File: src/rtl/pixel_lfsr_scrambler.sv
// Frame-synchronous LFSR scrambler/descrambler: XORs valid pixels with a keystream reseeded at vsync.
// Latency: 1 clk from i_data/i_href/i_vsync to o_data/o_href/o_vsync; 1 pixel per clk.
// Backpressure: none on the pixel path; seed_ready drops while a staged seed awaits the next frame edge.
module pixel_lfsr_scrambler #(
    parameter int                DATA_W            = 12,
    parameter logic [DATA_W-1:0] TAPS              = 12'h829,
    parameter logic [DATA_W-1:0] RESET_SEED        = 12'h001,
    parameter bit                RESEED_EACH_FRAME = 1'b1
) (
    input  logic              clk,
    input  logic              reset,
    input  logic              en,
    input  logic [DATA_W-1:0] i_data,
    input  logic              i_href,
    input  logic              i_vsync,
    input  logic [DATA_W-1:0] seed_data,
    input  logic              seed_valid,
    output logic              seed_ready,
    output logic [DATA_W-1:0] o_data,
    output logic              o_href,
    output logic              o_vsync,
    output logic [15:0]       frame_cnt
);

    // An all-zero seed would lock the LFSR, so it is replaced by this value.
    localparam logic [DATA_W-1:0] SEED_ONE = {{(DATA_W-1){1'b0}}, 1'b1};

    logic [DATA_W-1:0] lfsr;
    logic [DATA_W-1:0] lfsr_step;
    logic [DATA_W-1:0] active_seed;
    logic [DATA_W-1:0] pending_seed;
    logic              pending_valid;
    logic              vsync_d;
    logic              vs_edge;
    logic              seed_fire;
    logic              fb;

    // Only one seed can be staged; the next one waits until the frame edge consumes it.
    assign seed_ready = ~pending_valid;

    // Feedback, frame-edge detect and handshake qualification.
    always_comb begin
        fb        = ^(lfsr & TAPS);
        lfsr_step = {fb, lfsr[DATA_W-1:1]};
        vs_edge   = i_vsync & ~vsync_d;
        seed_fire = seed_valid & seed_ready;
    end

    // Keystream state: reload at frame start wins over a step; steps only on valid pixels.
    always_ff @(posedge clk or negedge reset) begin
        if (!reset) begin
            lfsr          <= RESET_SEED;
            active_seed   <= RESET_SEED;
            pending_seed  <= RESET_SEED;
            pending_valid <= 1'b0;
            vsync_d       <= 1'b0;
        end else begin
            vsync_d <= i_vsync;
            // seed_fire implies pending_valid=0, so it never collides with the clear below.
            if (seed_fire) begin
                pending_seed  <= (seed_data == '0) ? SEED_ONE : seed_data;
                pending_valid <= 1'b1;
            end
            if (vs_edge) begin
                if (pending_valid) begin
                    lfsr          <= pending_seed;
                    active_seed   <= pending_seed;
                    pending_valid <= 1'b0;
                end else if (RESEED_EACH_FRAME) begin
                    lfsr <= active_seed;
                end
            end else if (i_href) begin
                lfsr <= lfsr_step;
            end
        end
    end

    // Output register: key is the pre-step lfsr value; bypass when disabled or between pixels.
    always_ff @(posedge clk or negedge reset) begin
        if (!reset) begin
            o_data  <= '0;
            o_href  <= 1'b0;
            o_vsync <= 1'b0;
        end else begin
            o_data  <= (en && i_href) ? (i_data ^ lfsr) : i_data;
            o_href  <= i_href;
            o_vsync <= i_vsync;
        end
    end

    // Frame counter: one increment per vsync rising edge, wrapping naturally at 16 bits.
    always_ff @(posedge clk or negedge reset) begin
        if (!reset) begin
            frame_cnt <= 16'd0;
        end else if (vs_edge) begin
            frame_cnt <= frame_cnt + 16'd1;
        end
    end

endmodule

File: config.mk
export PLATFORM = sky130hd
export DESIGN_NAME = pixel_lfsr_scrambler
export DESIGN_NICKNAME = d
export VERILOG_FILES = /design/src/rtl/pixel_lfsr_scrambler.sv
export SDC_FILE = /design/constraint.sdc
export NUM_CORES = 1
export LEC_CHECK = 0
export ABC_AREA = 1
export CAP_MARGIN = 15
export CORE_MARGIN = 5
export CORE_UTILIZATION = 50
export CTS_CLUSTER_DIAMETER = 200
export CTS_CLUSTER_SIZE = 16
export DETAILED_ROUTE_END_ITERATION = 12
export PLACE_DENSITY_LB_ADDON = 0.12
export SYNTH_ARGS = -nofsm -noshare
export SYNTH_HDL_FRONTEND = slang
export SYNTH_SLANG_ARGS = --single-unit
File: constraint.sdc
create_clock -name clk -period 1.3 [get_ports clk]
set_input_delay 0.13 -clock clk [delete_from_list [all_inputs] [get_ports clk]]
set_output_delay 0.13 -clock clk [all_outputs]
set_load 0.01 [all_outputs]
==> results of run 1 <==
## cells in the final DEF (no fill, tap or decap), types with 2 or more instances in the layout
cell type        instances
dfrtp_1                 62
nand2_1                 59
inv_1                   36
nand3_1                 34
dlygate4sd2_1           29
clkdlybuf4s50_1         28
o21ai_0                 27
buf_4                   23
xnor2_1                 18
a21oi_1                 15
nor2_1                  11
clkbuf_8                10
inv_2                    6
o21ai_1                  6
xor2_1                   5
nand2_2                  4
nor2_4                   4
buf_12                   4
mux2_2                   3
nand3_4                  3
nor2_2                   3
dfstp_2                  3
clkinv_2                 3
nand2_4                  2
nand4_1                  2
o211ai_1                 2
clkinvlp_4               2
dfrtp_2                  2
clkbuf_2                 2
buf_6                    2
## synthesized netlist by cell type (all sizes together), types with 2 or more instances
master and number:
nor3 3, dfstp 3, inv 41, xor2 5, nand2 65, o211ai 2, xnor2 18, nor2 18
a21oi 16, nand3 38, nand4 2, o21ai 33, mux2 3, dfrtp 64, buf 10
## area by class of cell
cell class,count,area [sq um]
inverter,42,158
clock buffer,10,138
fill,511,1780
tap,75,93.8
clock inverter,5,30.0
multi-input combinational,208,1200
sequential,67,1680
timing repair buffer,90,835
## power by group
part           internal (uW)  switching, uW
Sequential              2640            331
Clock                    722            763
Combinational            854            922
Total                   4210           2020
## sequential cells by signal (all words and copies together) (netlist names)
register / flops
frame_cnt: 16
o_href: 1
o_vsync: 1
active_seed: 12
o_data: 12
pending_seed: 12
pending_valid: 1
lfsr: 12
## per-stage QoR
stage	setup TNS (ns)	worst slack, ns
4_1_cts	0	0.00556
5_1_grt	-0.224	-0.0531
3_5_place_dp	-3.57	-0.150
6_report	0	0.0467
2_1_floorplan	0	0.0293
3_3_place_gp	-1.90	-0.101
## logic make-up after synthesis
family | Yosys count | share of synthesized area [%]
adder cells (fa/ha/maj) | 1 | 0.412
AO/OA/AOI/OAI | 53 | 9.11
buffers and inverters | 53 | 7.13
AND/OR/NAND/NOR | 128 | 20.2
multiplexers | 3 | 1.11
XOR/XNOR | 23 | 6.64
flip-flops | 67 | 55.4
## worst paths after layout
check / from / to / cells after the start
max: frame_cnt[7]$_DFFE_PN0P_ / frame_cnt[7] / 2
min: reset / frame_cnt[11]$_DFFE_PN0P_ / 3
max reg2reg: frame_cnt[1]$_DFFE_PN0P_ / frame_cnt[12]$_DFFE_PN0P_ / 8
min reg2reg: active_seed[11]$_DFFE_PN0P_ / active_seed[11]$_DFFE_PN0P_ / 1
max in group asynchronous: reset / active_seed[0]$_DFFE_PN1P_ / 3
min in group clk: i_data[9] / o_data[9]$_DFF_PN0_ / 2
## metal layers
| layer | routed length (um) | part of all wire (%) |
|---|---|---|
| met5 | 0 | 0 |
| met4 | 90 | 1.4 |
| met3 | 486 | 7.4 |
| met2 | 2820 | 43 |
| met1 | 3120 | 48 |
## timing repair
action	CTS	global route
buffers inserted	4	2
pin swaps	0	9
cloned	0	0
endpoints found under the hold margin	64	0
setup endpoints to repair	31	19
hold buffers	1	0
gates resized for setup	34	24
## critical path: cells and delay by family, from the launching register on
family / cells / cell delay (ns)
flops: 1 / 0.39
buf+inv: 2 / 0.40
==> flow_summary.json, run 1 <==
{
  "finClkSkew_ns": 0.00724,
  "period_minus_slack_ns": 1.25,
  "hold_violations": 0,
  "synth_edf_count": 0,
  "final_util_pct": 69.9,
  "start_util_pct": 51.2,
  "dpl-instance-area_sq_mm": 0.00389,
  "power_density_mw_per_mm2": 1500,
  "fmax_mhz": 798,
  "synth-seq-cells": 67,
  "grt_pass1_wl_um": 11200,
  "path_max_fanout": 2,
  "cts.sinks": 67,
  "wl_um": 6520,
  "htreeDepth": 3,
  "clockRootBuffer": "clkbuf_8",
  "reg2reg_slack_ns": 0.05,
  "max_stage_delay_ns": 0.39,
  "final_nets": 449,
  "grt_overflow": 0,
  "synth-seq-area-share_pct": 55.4,
  "maxSlewViolCount": 0,
  "synth.largest_area_cell": "dfrtp_1",
  "yosys_warnings": 0,
  "grt.busiest_layer": "met2",
  "row_count": 28,
  "grt_use_met3_pct": 3.20,
  "critPathSlowestCell": "dfrtp_1",
  "antenna_found_initial": 0,
  "route.vias.total": 2482,
  "wl_per_cell_um": 13.1,
  "die_h_um": 87.9,
  "p_leak_uw": 0.00200,
  "ant_nets": 0,
  "hold_class": "input pin to async pin",
  "path_cells": "buf_4 > dlygate4sd2_1",
  "cts.clk_slew.worst_paths_ns": 0.07,
  "place.gp.congestion": 0.827,
  "diodes": 0,
  "yosys-top-cells-area": "dfrtp_1 (53%), nand2_1 (7.3%), nand3_1 (5.9%), xnor2_1 (5.2%), o21ai_0 (4.9%)",
  "grtUsageTotal_pct": 18.9,
  "maxCapViolCount": 0,
  "cts_tree": "done",
  "syn_area_per_cell_sq_um": 9.25,
  "port_buffers": 60,
  "synth_nets": 359,
  "final_cells": 497,
  "setup.worst_path.start_class": "flop",
  "yosysTopAreaCellShare_pct": 52.8,
  "synthArstFlopShare_pct": 100,
  "required_ns": 1.17,
  "drt_iter0_drc": 159,
  "met1_usage_pct": 27.2,
  "hold_slack_ns": 0.336,
  "drive_above_1_share_pct": 19.4,
  "route.detailed.drc": 0,
  "status": "finished, final reports clean",
  "critPathCaptureType": "output pin",
  "dieWidth_um": 87.9,
  "grt_max_degree": 68,
  "dp_hpwl_um": 4690,
  "worstMarginPinSlew_ns": 0.345,
  "vias_per_cell": 4.99,
  "finalInstanceArea_sq_mm": 0.00414,
  "finalSetupViolations": 0,
  "power.total_uw": 6230,
  "clk_path_buf_depth": 2,
  "fin_crit_sh_pct": 96.4,
  "met2_usage_pct": 28.0,
  "synth_area_sq_mm": 0.00303,
  "syn_to_final_growth_pct": 36.5,
  "io_pins": 61,
  "cts_made_buffers": 9,
  "synth_ff_type": "dfrtp_1",
  "grt_setup_unrepaired": "true",
  "critPathKind": "flop to output pin",
  "die_area_sq_mm": 0.00773,
  "cp.arrival_ns": 1.12,
  "synth_cell_types": 30,
  "dp_cells": 475,
  "fp.coreArea_sq_mm": 0.00592,
  "clk_latency_ns": 0.33,
  "grt_pass1_vias": 2420,
  "ir_drop_uv": 866,
  "slew_headroom_pct": 77.0,
  "drt_first_pass_iters": 4,
  "synth_cells": 328
}
(Power assumes the default switching activity.)
==> inputs of run 2 (changes only) <==
Settings changed: CAP_MARGIN 15 to 20, CTS_CLUSTER_SIZE 16 to default.
==> results of run 2 <==
The final DEF is identical to that of run 1; final timing and power are the same.
==> inputs of run 3 (changes only) <==
Settings changed: ABC_CLOCK_PERIOD_IN_PS from default to 1300.
==> results of run 3 <==
The final DEF is identical to that of run 1; final timing and power are the same.
